**src/rtl/mult_arb_pkg.sv**
```systemverilog
// Shared constants and types for the two-port multiplier arbiter.
package mult_arb_pkg;

    localparam int unsigned SW_DEFAULT = 24;
    localparam int unsigned NPORT      = 2;
    localparam int unsigned P_FPU      = 0;
    localparam int unsigned P_AUX      = 1;

    // Requester identity, used for the round-robin pointer and the result tag.
    typedef enum logic {
        PORT_FPU = 1'b0,
        PORT_AUX = 1'b1
    } port_e;

endpackage

```
**src/rtl/mult.sv**
```systemverilog
// Registered SW x SW unsigned multiplier core: product appears one cycle after the operands.
module mult #(
    parameter int unsigned SW = 24
) (
    input  logic            clk,
    input  logic [SW-1:0]   a,
    input  logic [SW-1:0]   b,
    output logic [2*SW-1:0] p
);

    logic [2*SW-1:0] p_d;
    logic [2*SW-1:0] p_q;

    // Full-width unsigned product, zero-extended so nothing is truncated.
    always_comb begin
        p_d = {{SW{1'b0}}, a} * {{SW{1'b0}}, b};
    end

    // Product register; validity is tracked by the caller, so no reset is needed here.
    always_ff @(posedge clk) begin
        p_q <= p_d;
    end

    assign p = p_q;

endmodule

```
**src/rtl/mult_rr_arb2.sv**
```systemverilog
// Two-way round-robin arbiter: a lone eligible port wins, a tie goes to the port not granted last.
module mult_rr_arb2
    import mult_arb_pkg::*;
(
    input  logic             clk,
    input  logic             rst_n,
    input  logic [NPORT-1:0] eligible,
    output logic [NPORT-1:0] grant
);

    port_e last_grant_q;
    port_e last_grant_d;

    // Grant selection and pointer update; the pointer only moves on a real grant.
    always_comb begin
        grant        = '0;
        last_grant_d = last_grant_q;
        if (eligible == 2'b11) begin
            grant = (last_grant_q == PORT_FPU) ? 2'b10 : 2'b01;
        end else begin
            grant = eligible;
        end
        if (grant[P_FPU]) begin
            last_grant_d = PORT_FPU;
        end else if (grant[P_AUX]) begin
            last_grant_d = PORT_AUX;
        end
    end

    // Pointer register; reset marks AUX as last so the FPU port wins the first tie.
    always_ff @(posedge clk) begin
        if (!rst_n) begin
            last_grant_q <= PORT_AUX;
        end else begin
            last_grant_q <= last_grant_d;
        end
    end

endmodule

```
**src/rtl/mult_arbiter.sv**
```systemverilog
// Shares one registered multiplier between the FPU mantissa port (0) and the AUX/KOA port (1),
// with a per-port result buffer so back-pressure on one port never stalls the other.
module mult_arbiter
    import mult_arb_pkg::*;
#(
    parameter int unsigned SW = SW_DEFAULT
) (
    input  logic            clk,
    input  logic            rst_n,
    input  logic            req_valid_0,
    output logic            req_ready_0,
    input  logic [SW-1:0]   req_a_0,
    input  logic [SW-1:0]   req_b_0,
    output logic            res_valid_0,
    input  logic            res_ready_0,
    output logic [2*SW-1:0] res_data_0,
    input  logic            req_valid_1,
    output logic            req_ready_1,
    input  logic [SW-1:0]   req_a_1,
    input  logic [SW-1:0]   req_b_1,
    output logic            res_valid_1,
    input  logic            res_ready_1,
    output logic [2*SW-1:0] res_data_1
);

    logic [NPORT-1:0] req_valid;
    logic [NPORT-1:0] res_ready;
    logic [NPORT-1:0] eligible;
    logic [NPORT-1:0] grant;

    logic [NPORT-1:0]           inflight_q, inflight_d;
    logic [NPORT-1:0]           res_valid_q, res_valid_d;
    logic [NPORT-1:0][2*SW-1:0] res_data_q, res_data_d;
    logic                       issued_q, issued_d;
    port_e                      tag_q, tag_d;

    logic [SW-1:0]   mult_a;
    logic [SW-1:0]   mult_b;
    logic [2*SW-1:0] mult_p;

    assign req_valid = {req_valid_1, req_valid_0};
    assign res_ready = {res_ready_1, res_ready_0};

    // A port may issue when it has nothing in flight and its buffer is empty or draining now.
    always_comb begin
        eligible = '0;
        for (int unsigned i = 0; i < NPORT; i++) begin
            eligible[i] = rst_n & req_valid[i] & ~inflight_q[i] & (~res_valid_q[i] | res_ready[i]);
        end
    end

    mult_rr_arb2 u_arb (
        .clk      (clk),
        .rst_n    (rst_n),
        .eligible (eligible),
        .grant    (grant)
    );

    // Operand mux onto the shared core; idle cycles present zeros.
    always_comb begin
        mult_a = '0;
        mult_b = '0;
        if (grant[P_FPU]) begin
            mult_a = req_a_0;
            mult_b = req_b_0;
        end else if (grant[P_AUX]) begin
            mult_a = req_a_1;
            mult_b = req_b_1;
        end
    end

    mult #(.SW(SW)) u_mult (
        .clk (clk),
        .a   (mult_a),
        .b   (mult_b),
        .p   (mult_p)
    );

    // Issue tracking and result buffers: the product of an issue is steered to its tagged
    // buffer one cycle later; a drain and a fresh issue on the same port may share a cycle.
    always_comb begin
        inflight_d  = inflight_q;
        res_valid_d = res_valid_q;
        res_data_d  = res_data_q;
        issued_d    = |grant;
        tag_d       = tag_q;

        if (grant[P_AUX]) begin
            tag_d = PORT_AUX;
        end else if (grant[P_FPU]) begin
            tag_d = PORT_FPU;
        end

        for (int unsigned i = 0; i < NPORT; i++) begin
            if (res_valid_q[i] && res_ready[i]) begin
                res_valid_d[i] = 1'b0;
            end
        end

        if (issued_q) begin
            inflight_d[tag_q]  = 1'b0;
            res_valid_d[tag_q] = 1'b1;
            res_data_d[tag_q]  = mult_p;
        end

        inflight_d = inflight_d | grant;
    end

    // State registers; reset discards any in-flight product and empties both buffers.
    always_ff @(posedge clk) begin
        if (!rst_n) begin
            inflight_q  <= '0;
            res_valid_q <= '0;
            res_data_q  <= '0;
            issued_q    <= 1'b0;
            tag_q       <= PORT_FPU;
        end else begin
            inflight_q  <= inflight_d;
            res_valid_q <= res_valid_d;
            res_data_q  <= res_data_d;
            issued_q    <= issued_d;
            tag_q       <= tag_d;
        end
    end

    assign req_ready_0 = grant[P_FPU];
    assign req_ready_1 = grant[P_AUX];
    assign res_valid_0 = res_valid_q[P_FPU];
    assign res_valid_1 = res_valid_q[P_AUX];
    assign res_data_0  = res_data_q[P_FPU];
    assign res_data_1  = res_data_q[P_AUX];

endmodule

```
**config.mk**
```make
export PLATFORM = sky130hd
export DESIGN_NAME = mult_arbiter
export DESIGN_NICKNAME = d
export VERILOG_FILES = /design/src/rtl/mult_arb_pkg.sv /design/src/rtl/mult.sv /design/src/rtl/mult_rr_arb2.sv /design/src/rtl/mult_arbiter.sv
export SDC_FILE = /design/constraint.sdc
export NUM_CORES = 2
export LEC_CHECK = 0
export ABC_AREA = 1
export CAP_MARGIN = 30
export CORE_MARGIN = 2
export CORE_UTILIZATION = 45
export DETAILED_ROUTE_END_ITERATION = 8
export GPL_TIMING_DRIVEN = 0
export PLACE_DENSITY_LB_ADDON = 0.15
export SLEW_MARGIN = 15
export SYNTH_ARGS = -nofsm -noshare
export SYNTH_HDL_FRONTEND = slang
export SYNTH_SLANG_ARGS = --single-unit
export TNS_END_PERCENT = 5
```
**constraint.sdc**
```tcl
create_clock -name clk -period 19.2 [get_ports clk]
set_input_delay 5.76 -clock clk [delete_from_list [all_inputs] [get_ports clk]]
set_output_delay 5.76 -clock clk [all_outputs]
set_load 0.1 [all_outputs]
```
== Word level (Yosys, flattened, before mapping) ==
Index checks and enable logic that the tools add are counted.

* Bits of input ports: 102
* Logic and storage cells: 52
* Memories kept: 0
* Memory bits (read-only): 0
* Bits in registers: 151
* Output and inout bits: 100
* RAM bits: 0
* Latch bits: 0

* Add/subtract/negate cells: 0
* Equal/unequal tests: 1
* Mux-type cells: 19
* Shift-type cells: 0
* Div/mod/pow operators: 0
* Order comparisons: 2
* Reductions and logical operators: 5
* Multipliers: 1
* Bitwise gates (word level): 16

{| class="wikitable"
|+ Operator list
! operator !! count
|-
| bitwise mux 96 bit || 1
|-
| two-way mux 24 bit || 4
|-
| demux 48 bit (select 1 bit) || 1
|-
| multiplier 24 x 24 -> 48 bit || 1
|-
| two-way mux 48 bit || 1
|-
| two-way mux 2 bit || 4
|-
| two-way mux 1 bit || 7
|-
| bitwise AND 1 bit || 6
|-
| inverter 1 bit || 4
|-
| bitwise OR 2 bit || 2
|-
| logical AND 1 bit || 3
|-
| bitwise AND 2 bit || 1
|-
| equality test 2 bit, second input constant || 1
|-
| < comparator 1 x 2 -> 1 bit, second input constant || 1
|-
| inverter 2 bit || 1
|-
| bitwise OR 1 bit || 2
|-
| nonzero test 2 bit || 1
|-
| OR reduction 2 bit || 1
|-
| demux 1 bit (select 1 bit) || 1
|-
| >= comparator 1 bit, second input constant || 1
|}

== Longest topological paths before layout ==
* Depth in word-level cells: 8
* Gate-level depth with buffers: 39
* Mapped depth without buffers: 36

== Cells and area by module ==
A second synthesis with hierarchy kept.

* Cell total of the unflattened synthesis: 3596
* Area total of the unflattened synthesis: 26223.9 um^2

{| class="wikitable"
|+ Modules (own cells, without submodules)
! module !! area an instance (um^2) !! times used !! cells an instance
|-
| mult || 21534.4 || 1 || 2924
|-
| mult_arbiter || 4624.4 || 1 || 664
|-
| mult_rr_arb2 || 65.1 || 1 || 8
|}

== Worst setup path after synthesis ==
OpenSTA, ideal clock, no wires.

* Path kind: input-to-output
* From: input port req_valid_0
* To: output port req_ready_0
* Stages on the path: 6
* Data arrival time: 6591 ps
* Data required time: 13440 ps
* Buffers on the path: 2
* Path slack: 6849 ps
* Path through: nand2_1 -> nor3_2 -> nand2_2 -> inv_2 -> buf_6 -> buf_6

* Word-level cells in the longest chain between the ends: 5

{| class="wikitable"
|+ RTL lines
! what !! RTL line !! source
|-
| start: declaration || mult_arbiter.sv:10 || <nowiki>input logic req_valid_0,</nowiki>
|-
| bitwise AND 1 bit * (3 in series) || mult_arbiter.sv:48 || <nowiki>eligible[i] = rst_n & req_valid[i] & ~inflight_q[i] & (~res_valid_q[i] | res_ready[i]);</nowiki>
|-
| equality test 2 bit || mult_rr_arb2.sv:18 || <nowiki>if (eligible == 2'b11) begin</nowiki>
|-
| two-way mux 2 bit * || mult_rr_arb2.sv:18 ||
|-
| end: declaration || mult_arbiter.sv:11 || <nowiki>output logic req_ready_0,</nowiki>
|}

Every way passes the cells marked *; elsewhere a longest branch is shown, timed or not.

== Worst setup path after layout ==
* From: input port rst_n
* To: output port req_ready_0

* Word-level cells in the longest chain between the ends: 5
* Elaborated cells between the ends (all ways): 8
* Classes of those cells: eq/ne: 1; mux: 1; bitwise: 6

{| class="wikitable"
|+ RTL lines
! what !! RTL line !! source
|-
| start: declaration || mult_arbiter.sv:9 || <nowiki>input logic rst_n,</nowiki>
|-
| bitwise AND 1 bit (3 in series) || mult_arbiter.sv:48 ||
|-
| equality test 2 bit || mult_rr_arb2.sv:18 ||
|-
| two-way mux 2 bit * || mult_rr_arb2.sv:18 ||
|}

Marked as above.

==> results.py <==
metrics = {
    "final_layout": {
        "final_nets": 4261,
        "multiInputGateArea_mm2": 0.01820,
        "areaGrowthSynthToFinish_pct": 13.93,
        "seqCellArea_mm2": 0.003023,
        "drive_above_1_share_pct": 5.319,
        "fin_util_pct": 51.83,
        "fillCellCount": 5555,
        "diodes": 0,
    },
    "place": {
        "gp_congestion": 1.021,
        "place_ws_ns": 4.835,
        "dp_hpwl_mm": 70.36,
        "port-buffer-count": 201,
    },
    "sta": {
        "hold_viol": 0,
        "min_period_ns": 14.35,
        "post-route-period-util_pct": 74.76,
        "whs_ns": 0.4775,
        "rsz0062_at_grt": "false",
        "maxSlewViolCount": 0,
        "worstMarginPinSlew_ns": 1.009,
        "finalSetupViolations": 0,
        "fin_ws_ns": 4.845,
        "finClkSkew_ns": 0.01054,
        "slew_headroom_pct": 32.49,
        "max_freq_ghz": 0.06966,
        "tns_ns": 0,
    },
    "drt": {
        "drc": 0,
        "drtIter0Drc": 1494,
        "vias": 20989,
        "drt-total-wl_mm": 83.42,
        "first_pass_iters": 5,
        "drtAntennaViolNets": 0,
        "vias_per_cell": 4.922,
        "wl_per_cell_um": 19.56,
    },
    "clock_tree": {
        "post_cts_buffers": 0,
        "clock_sinks": 151,
        "cts_tree": "yes",
        "postCtsHoldBufs": 0,
        "cts_resized": 0,
        "path_clk_slew_ns": 0.06,
        "clk_path_buf_depth": 2,
        "cts_inserted_buffers": 17,
        "root_buffer": "clkbuf_16",
        "h-tree-depth": 4,
        "clk_latency_ns": 0.42,
    },
    "logic_synthesis": {
        "async_reset_ff_share_pct": 0,
        "synth_edf_count": 0,
        "synth.most_common_cell": "inv_1",
        "synth_top_cells_by_count": "inv_1 (764), nand2_1 (749), nor2_1 (547)",
        "yosysSeqAreaShare_pct": 12.08,
        "synth_area_leaders": "fa_1 (39%), dfxtp_1 (12%), inv_1 (11%)",
        "syn_area_per_cell_um2": 7.620,
        "ys_types": 33,
        "ys_warn_count": 0,
        "synthFlopType": "dfxtp_1",
        "synth_nets": 4041,
        "syn_area_mm2": 0.02502,
        "ys_ff_latch": 151,
        "synth_area_leader_cell": "fa_1",
        "syn_inst": 3283,
        "synth.top_cell.area_share_pct": 38.57,
    },
    "setup_path": {
        "crit_arrival_ns": 8.59,
        "startpoint_type": "input pin",
        "worst_ep_required_time_ns": 13.44,
        "max_stage_delay_ns": 1.18,
        "path_cells": "clkdlybuf4s50_1 -> nand2_1 -> nor3_2 -> nand2_2 -> inv_2 -> buf_6 -> buf_6 -> clkdlybuf4s50_1",
        "critPathCaptureType": "output port",
        "worst-setup-path-type": "in2out",
        "path_max_fanout": 10,
        "critical_path.slowest_cell": "clkdlybuf4s50_1",
    },
    "grt": {
        "grt_pass1_vias": 21625,
        "grt_max_degree": 17,
        "antenna_found_initial": 0,
        "grt-ovfl-total": 0,
        "grt_use_total_pct": 30.27,
        "grt_pass1_wl_mm": 128.1,
    },
    "floorplan": {
        "die_x_um": 239.8,
        "coreArea_mm2": 0.05499,
        "fp.dieH_um": 239.8,
        "die_area_mm2": 0.05749,
        "row_count": 86,
        "floorplan.initialDensity_pct": 45.49,
        "pin_count": 202,
    },
    "min_path": {
        "min_path_type": "reg2reg",
    },
    "outcome": {
        "status": "complete, no violations",
    },
    "power": {
        "p_total_mw": 1.799,
        "powerDensity_mw_per_mm2": 63.13,
        "p_leak_nw": 14.68,
        "ir_drop_mv": 0.07077,
    },
    "run": {
        "maxCapViolCount": 0,
    },
}
-- where the power goes --
| part | total (mW) | internal [mW] | switching (mW) |
|---|---|---|---|
| clock | 0.298 | 0.171 | 0.127 |
| combinational | 1.10 | 0.354 | 0.744 |
| sequential | 0.403 | 0.374 | 0.0293 |
| total | 1.80 | 0.900 | 0.900 |
-- stage by stage --
stage / cell area, µm² / std cells
final: 28500 / 4264
after global routing: 28500 / 4264
after CTS: 28500 / 4264
after detailed placement: 27960 / 4232
after global placement: 27960 / 4232
after floorplan: 25020 / 3283
-- layout make-up --
| type | count | share of cell area (%) |
|---|---|---|
| multi-input combinational | 2210 | 63.85 |
| sequential | 151 | 10.61 |
| inverter | 795 | 10.47 |
| timing repair buffer | 201 | 7.059 |
| tap | 748 | 3.284 |
| buffer | 127 | 2.845 |
| clock buffer | 21 | 1.616 |
| clock inverter | 11 | 0.2722 |
-- placed cells by master, fill, tap and decap left out, types with 2 or more instances in the layout --
cell and count:
clkinv_4 4, nand2_2 22, clkinv_2 4, clkdlybuf4s50_1 201, or2_2 3, buf_1 2, nand4_1 3, o21a_2 2
a21oi_1 31, nand2_1 749, fa_1 482, nor3_2 2, buf_2 51, buf_6 27, buf_4 18, clkbuf_16 17
a31oi_1 4, o21a_1 9, clkbuf_1 31, nor3_1 3, inv_2 31, xor2_1 21, and2_1 2, ha_1 174
xnor2_1 6, dfxtp_1 151, nand3_1 39, o21bai_1 5, o21ai_0 100, clkbuf_8 2, nor2_1 547, inv_1 764
clkinvlp_4 3
-- routing by layer --
| metal | wire (µm) | GRT usage, % | up-vias |
|---|---|---|---|
| li1 | - | - | 9821 |
| met1 | 34840 | 39.80 | 10024 |
| met2 | 36570 | 48.22 | 960 |
| met3 | 7921 | 6.638 | 184 |
| met4 | 4093 | 12.84 | 0 |
| met5 | 0 | 0 | - |
-- kinds of logic (layout without fill, tap and decap cells) --
family / count (synthesis) / in the layout / share of synthesized area (%)
adders and majority gates: 656 / 656 / 47.28
DFF: 151 / 151 / 12.08
xor gates and xnor gates: 27 / 27 / 0.9453
buffers and inverters: 922 / 1155 / 15.17
and+or+nand+nor: 1374 / 1374 / 21.22
AOI/OAI and AO/OA: 153 / 153 / 3.301
-- worst paths after layout --
kind                               startpoint                           to  slack [ns]  cells after the start
setup / recovery                        rst_n                  req_ready_0        4.85                      8
hold / removal    res_data_1[13]$_SDFFE_PN0P_  res_data_1[13]$_SDFFE_PN0P_        0.48                      2
setup reg to reg    res_valid_q[0]$_SDFF_PN0_         u_mult.p[39]$_DFF_P_       11.07                     32
hold reg to reg   res_data_1[13]$_SDFFE_PN0P_  res_data_1[13]$_SDFFE_PN0P_        0.48                      2
-- flip-flops by register name, summed over array words and instances, names as in the netlist --
signal / cells
res_data_0: 48
res_data_1: 48
u_mult.p: 48
inflight_q: 2
res_valid_q: 2
issued_q: 1
tag_q: 1
u_arb.last_grant_q: 1
-- critical path, delay by kind of cell --
family                 cells  cell delay [ns]
buffers and inverters      5             2.30
AND/OR/NAND/NOR            3             0.50
Note: power is estimated with default switching activity, not from simulation.
